File: src/rtl/valu_seq.sv
// Multi-cycle vector ALU. It takes one vector instruction through a valid/ready handshake.
// It computes LANES elements per beat over BEATS beats, then holds the full result vector
// until the downstream accepts it.
module valu_seq #(
  parameter  int DATA_WIDTH = 32,
  parameter  int ELEMENTS   = 8,
  parameter  int LANES      = 2,
  localparam int BEATS      = ELEMENTS / LANES,
  localparam int VLW        = $clog2(ELEMENTS + 1)
) (
  input  logic                                clk_in,
  input  logic                                rst_n_in,
  input  logic                                valid_in,
  output logic                                ready_o,
  input  logic [3:0]                          valu_op_in,
  input  logic [VLW-1:0]                      vl_in,
  input  logic [ELEMENTS-1:0]                 mask_in,
  input  logic [ELEMENTS-1:0][DATA_WIDTH-1:0] vrs1_data_in,
  input  logic [ELEMENTS-1:0][DATA_WIDTH-1:0] vrs2_data_in,
  output logic                                valid_o,
  input  logic                                ready_in,
  output logic [ELEMENTS-1:0][DATA_WIDTH-1:0] valu_res_o,
  output logic                                err_o
);

  localparam int S  = $clog2(DATA_WIDTH);
  localparam int IW = (ELEMENTS > 1) ? $clog2(ELEMENTS) : 1;
  localparam int BW = (BEATS > 1) ? $clog2(BEATS) : 1;

  generate
    if (ELEMENTS % LANES != 0) begin : g_bad_lanes
      $error("valu_seq: LANES must divide ELEMENTS");
    end
  endgenerate

  typedef enum logic [1:0] {IDLE, BUSY, DONE} state_t;

  state_t                              state_reg, state_next;
  logic   [BW-1:0]                     beat_reg;
  logic   [3:0]                        op_reg;
  logic   [VLW-1:0]                    vl_reg;
  logic   [ELEMENTS-1:0]               mask_reg;
  logic   [ELEMENTS-1:0][DATA_WIDTH-1:0] a_reg, b_reg, res_reg;
  logic                                err_reg;
  logic                                last_beat;

  logic [LANES-1:0][IW-1:0]            lane_idx;
  logic [LANES-1:0][DATA_WIDTH-1:0]    lane_val;

  assign last_beat  = (beat_reg == BW'(BEATS - 1));
  assign ready_o    = (state_reg == IDLE);
  assign valid_o    = (state_reg == DONE);
  assign valu_res_o = res_reg;
  assign err_o      = err_reg;

  // State register
  always_ff @(posedge clk_in or negedge rst_n_in) begin
    if (!rst_n_in) state_reg <= IDLE;
    else           state_reg <= state_next;
  end

  // Next-state: accept, walk all beats, then wait for the result handshake
  always_comb begin
    state_next = state_reg;
    case (state_reg)
      IDLE:    if (valid_in)  state_next = BUSY;
      BUSY:    if (last_beat) state_next = DONE;
      DONE:    if (ready_in)  state_next = IDLE;
      default:                state_next = IDLE;
    endcase
  end

  // One combinational element unit per lane; inactive elements and illegal ops yield 0
  generate
    for (genvar gi = 0; gi < LANES; gi++) begin : g_lane
      logic [DATA_WIDTH-1:0] a, b, val;
      logic                  act;

      assign lane_idx[gi] = IW'(int'(beat_reg) * LANES + gi);
      assign a            = a_reg[lane_idx[gi]];
      assign b            = b_reg[lane_idx[gi]];
      assign act          = (VLW'(lane_idx[gi]) < vl_reg) && mask_reg[lane_idx[gi]];
      assign lane_val[gi] = val;

      // Element operation for this lane
      always_comb begin
        val = '0;
        if (act) begin
          case (op_reg)
            4'd0:    val = a + b;
            4'd1:    val = a - b;
            4'd2:    val = a << b[S-1:0];
            4'd3:    val = {{(DATA_WIDTH-1){1'b0}}, ($signed(a) < $signed(b))};
            4'd4:    val = {{(DATA_WIDTH-1){1'b0}}, (a < b)};
            4'd5:    val = a ^ b;
            4'd6:    val = a >> b[S-1:0];
            4'd7:    val = $signed(a) >>> b[S-1:0];
            4'd8:    val = a | b;
            4'd9:    val = a & b;
            default: val = '0;
          endcase
        end
      end
    end
  endgenerate

  // Datapath: capture on accept, fill LANES result elements per beat, hold in DONE
  always_ff @(posedge clk_in or negedge rst_n_in) begin
    if (!rst_n_in) begin
      beat_reg <= '0;
      op_reg   <= '0;
      vl_reg   <= '0;
      mask_reg <= '0;
      a_reg    <= '0;
      b_reg    <= '0;
      res_reg  <= '0;
      err_reg  <= 1'b0;
    end else begin
      case (state_reg)
        IDLE: begin
          if (valid_in) begin
            op_reg   <= valu_op_in;
            vl_reg   <= (vl_in > VLW'(ELEMENTS)) ? VLW'(ELEMENTS) : vl_in;
            mask_reg <= mask_in;
            a_reg    <= vrs1_data_in;
            b_reg    <= vrs2_data_in;
            res_reg  <= '0;
            err_reg  <= (valu_op_in > 4'd9);
            beat_reg <= '0;
          end
        end
        BUSY: begin
          for (int l = 0; l < LANES; l++) begin
            res_reg[lane_idx[l]] <= lane_val[l];
          end
          if (!last_beat) beat_reg <= beat_reg + 1'b1;
        end
        default: ;
      endcase
    end
  end

endmodule

File: config.mk
export PLATFORM = sky130hd
export DESIGN_NAME = valu_seq
export DESIGN_NICKNAME = d
export VERILOG_FILES = /design/src/rtl/valu_seq.sv
export SDC_FILE = /design/constraint.sdc
export NUM_CORES = 2
export LEC_CHECK = 0
export BUFFER_PORTS_ARGS = -buffer_cell sky130_fd_sc_hd__buf_2
export CAP_MARGIN = 10
export CORE_AREA = 2 2 339 341
export DETAILED_ROUTE_END_ITERATION = 8
export DIE_AREA = 0 0 341 343
export PLACE_DENSITY = 0.65
export SYNTH_ARGS = -nofsm -noshare
export SYNTH_HDL_FRONTEND = slang
export SYNTH_SLANG_ARGS = --single-unit
export TNS_END_PERCENT = 50
File: constraint.sdc
create_clock -name clk_in -period 7.75 [get_ports clk_in]
set_clock_uncertainty 0.2 [all_clocks]
set_input_delay 0.3875 -clock clk_in [delete_from_list [all_inputs] [get_ports clk_in]]
set_output_delay 0.3875 -clock clk_in [all_outputs]
set_load 0.005 [all_outputs]
Word level (Yosys, flattened, before mapping)
Index checks and enable logic that the tools add are counted.
{ "word_totals": {"regBits": 789, "latchBits": 0, "mem_bits_rw": 0, "romBits": 0, "out_inout_bits": 259, "word_cells": 119, "mem_count": 0} }
{ "classes": {"n_addsub": 6, "mul": 0, "div_mod_pow": 0, "n_lt_le_gt_ge": 12, "n_eq_ne": 16, "shift": 6, "mux": 32, "n_bitwise": 6, "reduce_logical": 11} }
{ "op_table": {"columns": ["cell", "count"], "rows": [
  ["$pmux W32 S10", 2],
  ["$bwmux W256", 2],
  ["$pmux W256 S2", 1],
  ["$mux W256", 1],
  ["$mux W32", 8],
  ["$bmux W32 S3", 2],
  ["$bmux W32 S2", 2],
  ["$lt A32 B32 Y1", 4],
  ["$demux W32 S3", 1],
  ["$add A32 B32 Y32", 2],
  ["$and A32 B32 Y32", 2],
  ["$demux W32 S2", 1],
  ["$or A32 B32 Y32", 2],
  ["$shl A32 B5 Y32", 2],
  ["$shr A32 B5 Y32", 2],
  ["$sshr A32 B5 Y32", 2],
  ["$sub A32 B32 Y32", 2],
  ["$xor A32 B32 Y32", 2],
  ["$eq A4 B3 Y1 const B", 4],
  ["$mux W2", 5],
  ["$eq A4 B2 Y1 const B", 2],
  ["$eq A4 B4 Y1 const B", 2],
  ["$gt A4 B4 Y1 const B", 2],
  ["$lt A3 B4 Y1", 2],
  ["21 further kinds", 32]
]} }

Depth between registers and ports, before layout
{ "depth": {"ltp_word": 8, "mapped_depth": 20} }

Least setup slack after synthesis
OpenSTA, ideal clock, no wires.
{ "synth_timing": {"kind": "register to register", "startpoint": "register beat_reg[0]", "endpoint": "register res_reg (netlist bit valu_res_o[157])", "setup_time_ps": 128, "arrival_time_ps": 5154, "t_required_ps": 7422, "slack_ps": 2268, "stages_incl_launch_ff": 20, "path_buffers": 7, "period_less_slack_ps": 5482, "cell_sequence": "dfrtp_1 -> buf_6 -> buf_6 -> buf_6 -> buf_6 -> buf_2 -> buf_1 -> mux4_2 -> inv_1 -> ha_1 -> clkbuf_1 -> or3_1 -> nor3_1 -> o21a_1 -> nor4_1 -> or4_1 -> and4_1 -> or3_1 -> a31oi_2 -> o21ai_1"} }
{ "synth_between": {"elab_chain_len": 8} }
{ "synth_rtl": {"columns": ["item", "line_no", "text"], "rows": [
  ["start: declaration", "39", "logic [BW-1:0] beat_reg;"],
  ["start signal: assignment", "136", "if (!last_beat) beat_reg <= beat_reg + 1'b1;"],
  ["$add A3 B1 Y3 (tied with other cells)", "79", "assign lane_idx[gi] = IW'(int'(beat_reg) * LANES + gi);"],
  ["$bmux W32 S3 (tied with other cells)", "80", "assign a = a_reg[lane_idx[gi]];"],
  ["$mux W32 (implied by the code) (tied with other cells)", "80", null],
  ["$sub A32 B32 Y32 (tied with other cells)", "91", "4'd1: val = a - b;"],
  ["$pmux W32 S10 or $mux W32 (tied branches)", "89, 88", null],
  ["$mux W32 or $bwmux W256 (tied branches)", "88, 134", null],
  ["$bwmux W256 (*)", "134", "res_reg[lane_idx[l]] <= lane_val[l];"],
  ["$pmux W256 S2 (*)", "119", "case (state_reg)"],
  ["end signal: indexed assignment", "134", null],
  ["end: declaration", "43", "logic [ELEMENTS-1:0][DATA_WIDTH-1:0] a_reg, b_reg, res_reg;"]
]} }
Every way passes the cells marked *; elsewhere a longest branch is shown, timed or not. The select of a mux whose other input is x is not followed.
A chain may end at the register's enable or synchronous reset.

Final worst setup path
{ "layout_timing": {"startpoint": "register beat_reg[1]", "endpoint": "register res_reg (netlist bit valu_res_o[108])"} }
The elaborated chain is that of the path after synthesis.

==> results.md <==
* Largest net degree at the start of global routing at 213
* Post-Route WL at 244000 µm
* Vias at 53900
* Die W at 341 µm
* Most frequent cells in the layout: nand2_1 (2017), buf_2 (789), dfrtp_1 (787)
* Worst Hold Class: in2async
* Routability Congestion at 1.07
* Initial antenna violation count at 44
* First-pass GRT wire length at 354000 µm
* Share of flip-flops with an asynchronous set or reset at 100%
* Max Cap Viol at 0
* Data arrival, critical path at 6.57 ns
* Post-cts resize count at 0
* P&R area growth vs syn at 26.5%
* Setup TNS at 0 ns
* Die Ht at 343 µm
* Final nets at 7892
* Grt ovf at 0
* CTS Root Buffer Type: clkbuf_16
* Yosys cell types at 98
* Vias in the first global route at 52500
* Final setup vio count at 0
* Critical path type: reg2reg
* Cell area after synthesis at 50700 µm²
* Commonest non-fill, non-tap cell in the layout: nand2_1
* Yosys warning count at 0
* Post-route cell area at 64100 µm²
* Tot GR Track Use at 40.6%
* Final hold vios at 0
* CTS max path bufs at 3
* DRT iter0 DRCs at 6397
* WL per Instance at 27.8 µm
* Drt first pass iters at 8
* Syn Inst Count at 6070
* Reg clk slew, reported paths at 0.06 ns
* Clk_lat worst skew at 0.72 ns
* Tightest Pin Transition at 1.36 ns
* CP endpoint kind: flop
* #FFs+latches synth at 789
* EDFF count, synth at 0
* Placed cell areas at 55800 µm²
* Core area at 113000 µm²
* H-Tree Level Count at 3
* # clock sinks at 789
* Filler cell count at 10100
* Post-route DRC violation count at 0
* Mean area per synthesized cell at 8.36 µm²
* Vias per cell at 6.15
* DIE AREA at 117000 µm²
* CP max FO at 55
* Final worst path period need at 6.29 ns
* Synth Net Count at 6807
* Num CTS Buffers at 84
* Starting Density at 44.7%
* Status: complete, no violations
* RSZ-0062 raised after global routing: false
* Top-level I/O count at 791
* Fin crit share at 81.2%
* CTS tree: done
* Port Buffers at 790
* Synth Flop Type: dfrtp_1
* Dpl hpwl at 176000 µm
* Rel. slew slack at 9.17%
* FP Rows at 124
* Seq/Total Area, Yosys at 38.9%
* Startpoint types: flop
* Critical path required time at 8.03 ns
* Fmax achieved at 159 MHz
* Fraction of layout cells with a size suffix above 1 at 17.7%
* Detail Route Antenna Nets at 0
* Max-slew violations at 0
-- cell families (layout without fill, tap and decap cells) --
logic type               after synthesis  count (layout)  synth area share [%]
other                                  0              41                     0
buffers and inverters                628            1778                  5.10
multiplexers                         400             400                  11.2
AO/OA/AOI/OAI                       1333            1333                  17.7
AND/OR/NAND/NOR                     2688            2688                  21.4
flip-flops                           789             789                  38.9
XOR/XNOR                              27              27                 0.466
adder cells (fa/ha/maj)              205             205                  5.12
-- cells in the mapped netlist, types with 90 or more instances --
cell,instances,area [µm²]
nand2_1,2021,7590
dfrtp_1,789,19700
o21ai_0,321,1610
clkbuf_1,304,1140
nor2_1,301,1130
a21oi_1,249,1250
mux2i_1,209,2090
ha_1,201,2510
inv_1,199,747
mux4_2,128,2880
a22o_1,99,867
nand3_1,90,450
-- stage by stage --
stage | cells | utilization (%) | hold slack [ns] | setup WS [ns]
finish | 8773 | 56.6 | 0.0189 | 1.46
global route | 8764 | 56.5 | 0.0637 | 1.22
CTS | 8731 | 56.5 | 0.0403 | 1.63
detailed placement | 8047 | 49.2 | 0.176 | 1.67
global placement | 8047 | 49.2 | 0.170 | 1.79
floorplan | 6070 | - | -0.108 | 2.27
-- final cells by class --
| cell class | instances | area (µm²) | area share (%) |
|---|---|---|---|
| Inverter | 209 | 786 | 1.23 |
| Antenna cell | 41 | 103 | 0.160 |
| Clock buffer | 118 | 2390 | 3.73 |
| Sequential cell | 789 | 19800 | 30.8 |
| Timing Repair Buffer | 1418 | 10200 | 15.8 |
| Clock inverter | 33 | 552 | 0.860 |
| Tap cell | 1512 | 1890 | 2.95 |
| Multi-Input combinational cell | 4653 | 28500 | 44.4 |
-- routing by layer --
metal  global-route usage [%]  share of wire [%]  up-vias
met5                        0              0.041        -
met4                     18.1                5.1       16
met3                     10.6                 11      701
met2                     59.2                 42     3398
met1                     56.7                 42    26500
li1                         -                  -    23300
-- path summary, 6_finish.rpt --
kind	cells past startpoint	from	slack, ns	end
min in group clk_in	3	valid_in	0.06	state_reg[0]
setup / recovery	13	beat_reg[1]	1.46	valu_res_o[108]
setup reg to reg	13	beat_reg[1]	1.46	valu_res_o[108]
hold reg to reg	2	a_reg[147]	0.27	a_reg[147]
max in group asynchronous	4	rst_n_in	5.49	a_reg[81]
hold / removal	2	rst_n_in	0.02	valu_res_o[248]
-- what timing repair did --
action,in CTS,in global routing
endpoints found under the hold margin,621,0
hold buffers,533,0
setup buffers,0,0
-- critical path: stages (launching register included) --
cell	delay [ns]
dfrtp_4	1.01
buf_4	0.35
mux2i_1	0.23
mux2_4	0.58
ha_1	0.43
nand2b_1	0.10
o211ai_1	0.16
a211oi_1	0.83
nor2_1	0.18
o31ai_1	0.37
o22a_1	0.21
nor2_1	0.04
a211oi_1	1.06
o221ai_1	0.26
Power is not shown: default switching activity piles up to over one toggle a cycle in this logic, so the estimate is an artifact.
